### src/rtl/fir_out_decim.sv
// FIR output stage: warm-up discard, decimation, rounding shift, narrowing and output FIFO.
// Define FIR_OUT_SAT_EN to clamp the narrowed sample; otherwise the low OUT_W bits are kept.
module fir_out_decim #(
   parameter int DATA_W     = 32,
   parameter int OUT_W      = 16,
   parameter int SHIFT      = 8,
   parameter int DECIM      = 4,
   parameter int WARMUP     = 10,
   parameter int FIFO_DEPTH = 4
) (
   input  logic                          clk,
   input  logic                          rst_n,
   input  logic [DATA_W-1:0]             in_y,
   input  logic                          in_valid,
   output logic [OUT_W-1:0]              out_data,
   output logic                          out_valid,
   input  logic                          out_ready,
   output logic                          overflow,
   output logic [$clog2(FIFO_DEPTH):0]   fifo_level
);

   localparam int PTR_W  = $clog2(FIFO_DEPTH);
   localparam int LVL_W  = PTR_W + 1;
   localparam int WARM_W = (WARMUP > 0) ? $clog2(WARMUP + 1) : 1;
   localparam int DEC_W  = (DECIM > 1) ? $clog2(DECIM) : 1;
   localparam logic [DATA_W:0] ROUND =
      (SHIFT > 0) ? ({{DATA_W{1'b0}}, 1'b1} << ((SHIFT > 0) ? SHIFT - 1 : 0)) : '0;

   logic [WARM_W-1:0]   warmCnt_q, warmCnt_d;
   logic [DEC_W-1:0]    decimCnt_q, decimCnt_d;
   logic                warmDone, keep;
   logic signed [DATA_W:0] sumW;
   logic [OUT_W-1:0]    narrow;
   logic                pipeValid_q;
   logic [OUT_W-1:0]    pipeData_q;
   logic [OUT_W-1:0]    mem_q [FIFO_DEPTH];
   logic [PTR_W-1:0]    wrPtr_q, rdPtr_q;
   logic [LVL_W-1:0]    level_q;
   logic                overflow_q;
   logic                full, pop, push;

   assign warmDone = (warmCnt_q == WARM_W'(WARMUP));

   // The decimation phase only starts advancing once warm-up has saturated.
   always_comb begin
      warmCnt_d  = warmCnt_q;
      decimCnt_d = decimCnt_q;
      keep       = 1'b0;
      if (in_valid) begin
         if (!warmDone) begin
            warmCnt_d = warmCnt_q + 1'b1;
         end else begin
            keep       = (decimCnt_q == '0);
            decimCnt_d = (decimCnt_q == DEC_W'(DECIM - 1)) ? '0 : decimCnt_q + 1'b1;
         end
      end
   end

   assign sumW = $signed({in_y[DATA_W-1], in_y}) + $signed(ROUND);

`ifdef FIR_OUT_SAT_EN
   localparam logic signed [DATA_W:0] SAT_MAX = {{(DATA_W+2-OUT_W){1'b0}}, {(OUT_W-1){1'b1}}};
   localparam logic signed [DATA_W:0] SAT_MIN = {{(DATA_W+2-OUT_W){1'b1}}, {(OUT_W-1){1'b0}}};
   logic signed [DATA_W:0] scaledW;
   assign scaledW = sumW >>> SHIFT;

   always_comb begin
      narrow = scaledW[OUT_W-1:0];
      if (scaledW > SAT_MAX) begin
         narrow = SAT_MAX[OUT_W-1:0];
      end else if (scaledW < SAT_MIN) begin
         narrow = SAT_MIN[OUT_W-1:0];
      end
   end
`else
   assign narrow = OUT_W'(sumW >>> SHIFT);
`endif

   // A full FIFO still accepts the pipeline sample when the head leaves on the same edge.
   assign out_valid  = (level_q != '0);
   assign full       = (level_q == LVL_W'(FIFO_DEPTH));
   assign pop        = out_valid && out_ready;
   assign push       = pipeValid_q && (!full || pop);
   assign out_data   = out_valid ? mem_q[rdPtr_q] : '0;
   assign fifo_level = level_q;
   assign overflow   = overflow_q;

   always_ff @(posedge clk or negedge rst_n) begin
      if (!rst_n) begin
         warmCnt_q   <= '0;
         decimCnt_q  <= '0;
         pipeValid_q <= 1'b0;
         pipeData_q  <= '0;
         wrPtr_q     <= '0;
         rdPtr_q     <= '0;
         level_q     <= '0;
         overflow_q  <= 1'b0;
      end else begin
         warmCnt_q   <= warmCnt_d;
         decimCnt_q  <= decimCnt_d;
         pipeValid_q <= keep;
         if (keep) begin
            pipeData_q <= narrow;
         end
         if (push) begin
            wrPtr_q <= wrPtr_q + 1'b1;
         end
         if (pop) begin
            rdPtr_q <= rdPtr_q + 1'b1;
         end
         level_q <= level_q + LVL_W'(push) - LVL_W'(pop);
         if (pipeValid_q && full && !pop) begin
            overflow_q <= 1'b1;
         end
      end
   end

   always_ff @(posedge clk) begin
      if (push) begin
         mem_q[wrPtr_q] <= pipeData_q;
      end
   end

endmodule

### config.mk
export PLATFORM = sky130hd
export DESIGN_NAME = fir_out_decim
export DESIGN_NICKNAME = d
export VERILOG_FILES = /design/src/rtl/fir_out_decim.sv
export SDC_FILE = /design/constraint.sdc
export NUM_CORES = 1
export LEC_CHECK = 0
export CAP_MARGIN = 20
export CORE_ASPECT_RATIO = 0.5
export CORE_MARGIN = 5
export CORE_UTILIZATION = 36
export DETAILED_ROUTE_END_ITERATION = 12
export PLACE_DENSITY = 0.59
export SKIP_LAST_GASP = 1
export SLEW_MARGIN = 20
export SYNTH_ARGS = -nofsm -noshare
export SYNTH_HDL_FRONTEND = slang
export SYNTH_SLANG_ARGS = --single-unit
### constraint.sdc
create_clock -name clk -period 4.2 [get_ports clk]
set_input_delay 1.05 -clock clk [delete_from_list [all_inputs] [get_ports clk]]
set_output_delay 1.05 -clock clk [all_outputs]
set_load 0.03 [all_outputs]
==> summary.md <==
| Metric | Value |
|---|---|
| Core ar. | `0.0111 mm²` |
| TritonCTS clock tree | `yes` |
| Via count | `2,216` |
| Largest net degree at the start of global routing | `33` |
| Reg clk slew, reported paths | `0.06 ns` |
| Share of the synthesized area in the top cell type | `0.467` |
| WL/cell | `15.8 µm` |
| Maximum fanout along the worst path | `17` |
| Total track usage | `0.115` |
| Vias per cell | `4.79` |
| Final Hold Viols | `0` |
| Clk_skew | `0.00422 ns` |
| Clock share of power | `0.232` |
| IO Port Bufs | `41` |
| First-iteration detailed-routing DRC count | `95` |
| DP Wirelength | `5180 µm` |
| Status | `finished clean` |
| Switching fraction of total power | `0.331` |
| First-pass GRT wire length | `12,200 µm` |
| Post-synth net total | `317` |
| Seq cells post-synth | `95` |
| Initial core utilization | `0.371` |
| Layout cells sized above 1 | `0.142` |
| FILL cells | `1,001` |
| Total negative slack | `0 ns` |
| Post-route ant nets | `0` |
| Critical Path RT | `3.15 ns` |
| Nets@finish | `362` |
| I/O Pins | `57` |
| Fin util | `0.445` |
| CP arrival | `2.39 ns` |
| Post-layout min period | `3.44 ns` |
| Hold WS | `0.473 ns` |
| Die area | `0.0138 mm²` |
| H-Tree Level Count | `3` |
| PnR worst setup slack | `0.760 ns` |
| Row cnt | `27` |
| Synth warn | `0` |
| Resized Gates After CTS | `0` |
| Flop pwr share | `0.436` |
| CTS Sinks | `95` |
| Tightest Pin Transition | `0.857 ns` |
| Leading post-synthesis cells by cell area | `edfxtp_1 (47%), dfrtp_1 (19%), mux4_2 (8.8%), xnor2_1 (4.0%), ha_1 (3.3%)` |
| Combinational Power Share | `0.333` |
| Remaining global-route overflow | `0` |
| Post-CTS Setup Repair Bufs | `0` |
| Post-synthesis sequential area ratio | `0.655` |
| Placer congestion estimate | `0.716` |
| Via count of the first global-routing pass | `2,352` |
| Leak pwr | `1.71 nW` |
| Post-synthesis cell type count | `31` |
| Hold Crit Class | `register to register` |
| Cell Area, Synth | `0.00412 mm²` |
| Period Utilization, post-route | `0.819` |
| Critical path class | `register to output port` |
| Root buffer cell | `clkbuf_16` |
| Final std cells w/o fill | `463` |
| Initial antenna violation count | `0` |
| Layout area overhead | `19.9%` |
| Max IR drop VDD | `0.231 mV` |
| Clk buf depth | `2` |
| Biggest area consumer among synthesized cells | `edfxtp_1` |
| Dpl ws | `0.747 ns` |
| Pwr dens | `629 mW/mm²` |
| Net Switching | `1.03 mW` |
| Final setup fails | `0` |
| Hold_buf cts | `0` |
| Max_slew headroom | `0.429` |
| Fmax | `291 MHz` |
| DP Cell Count | `448` |
| Crit path launch type | `register` |
| Crit. End Element | `output port` |
| Drt pass-1 iters | `4` |
| Number of remaining DRC errors | `0` |
| Post-Route WL | `7300 µm` |
| Mean Syn Cell Area | `15.3 µm²` |
| Ant. Diodes | `0` |
| Die Y | `85.6 µm` |
| Worst-Skew Late Latency | `0.34 ns` |
| Internal | `2.08 mW` |
| Final Slew Violations | `0` |
| Die Wd | `161 µm` |
| RSZ-0062 raised after global routing | `no` |
| CTS buffer count | `9` |
| Cells after Synth | `269` |
| Max_cap viols | `0` |
[cell families (layout without fill, tap and decap cells)]
kind of cell	count (synthesis)	in the layout	synth area share
compound gates	21	21	0.0280
fa+ha+maj	12	12	0.0383
xor+xnor	23	23	0.0489
simple gates	78	78	0.113
flops	95	95	0.655
buf+inv	23	72	0.0261
mux	17	17	0.0903
[flip-flops by register name, indices dropped and copies added (netlist names)]
| name | flops |
|---|---|
| pipeData_q | 16 |
| pipeValid_q | 1 |
| decimCnt_q | 2 |
| overflow | 1 |
| fifo_level | 3 |
| warmCnt_q | 4 |
| mem_q | 64 |
| wrPtr_q | 2 |
| rdPtr_q | 2 |
[worst paths after layout]
| check | startpoint | end | slack (ns) | cells after the start |
|---|---|---|---|---|
| worst min-delay path | overflow$_DFFE_PN0P_ | overflow$_DFFE_PN0P_ | 0.47 | 1 |
| max in group asynchronous | rst_n | pipeData_q[9]$_DFFE_PN0P_ | 2.82 | 2 |
| min in group asynchronous | rst_n | pipeValid_q$_DFF_PN0_ | 1.10 | 2 |
| worst max register to register | fifo_level[1]$_DFF_PN0_ | fifo_level[2]$_DFF_PN0_ | 1.50 | 9 |
| worst min register to register | overflow$_DFFE_PN0P_ | overflow$_DFFE_PN0P_ | 0.47 | 1 |
| worst max-delay path | rdPtr_q[1]$_DFFE_PN0N_ | out_data[15] | 0.76 | 3 |
[cell type report]
type	instances	area, µm²	area share
sequential	95	2700	0.547
clock buffer	10	229	0.0464
multi-input combinational	151	1310	0.266
clock inverter	5	35.0	0.00710
inverter	13	48.8	0.00989
tap	145	181	0.0368
timing repair buffer	44	433	0.0877
[layer usage]
| layer | up-vias | global-route usage | wire length, µm |
|---|---|---|---|
| met3 | 5 | 0.0427 | 429 |
| met2 | 43 | 0.186 | 3440 |
| li1 | 1067 | - | - |
| met5 | - | 0 | 0 |
| met4 | 0 | 0.0232 | 63 |
| met1 | 1101 | 0.150 | 3370 |
[synth_stat cells]
cell,n
a21o_1,1
and2_1,21
and4b_1,1
buf_2,4
buf_6,2
clkbuf_1,3
clkbuf_2,1
dfrtp_1,31
edfxtp_1,64
fa_1,1
ha_1,11
inv_1,13
mux2_2,1
mux4_2,16
nand2_1,27
nand3_1,4
nand3_2,1
nand4_1,3
nand4_2,3
nand4_4,1
nor2_1,5
nor2b_1,1
nor3_1,5
nor4_2,4
nor4b_1,1
o21ai_0,5
o21ai_1,13
o21ai_2,2
or3_1,1
xnor2_1,19
xor2_1,4
[metrics by stage]
step / cell area, µm² / power (mW)
2_1_floorplan: 4120 / 2.02
3_3_place_gp: 4670 / 2.39
3_5_place_dp: 4670 / 2.43
4_1_cts: 4940 / 3.15
5_1_grt: 4940 / 3.28
6_report: 4940 / 3.10
[placed cells by master (no fill, tap or decap), types with 2 or more instances in the layout]
cell,netlist,layout
and2_1,21,21
buf_4,0,3
clkbuf_16,0,9
clkdlybuf4s50_1,0,41
clkinv_2,0,2
dfrtp_1,31,31
edfxtp_1,64,64
ha_1,11,11
inv_1,13,13
mux4_2,16,16
nand2_1,27,27
nand3_1,4,4
nand4_1,3,3
nand4_2,3,3
nor2_1,5,5
nor3_1,5,5
nor4_2,4,4
o21ai_0,5,5
o21ai_1,13,13
o21ai_2,2,2
xnor2_1,19,19
xor2_1,4,4
[worst max-delay path: stages, from the launching register on]
cell,delay (ns)
dfrtp_1,0.87
mux4_2,0.42
and2_1,0.17
clkdlybuf4s50_1,0.59
[power by group through the flow]
stage	clock network (mW)	registers, mW	logic [mW]
3_5_place_dp	0	1.37	1.06
5_1_grt	0.777	1.37	1.13
4_1_cts	0.737	1.35	1.06
3_3_place_gp	0	1.35	1.04
6_report	0.719	1.35	1.03
2_1_floorplan	0	1.31	0.710
No activity file was read; power rests on OpenSTA's default activity.
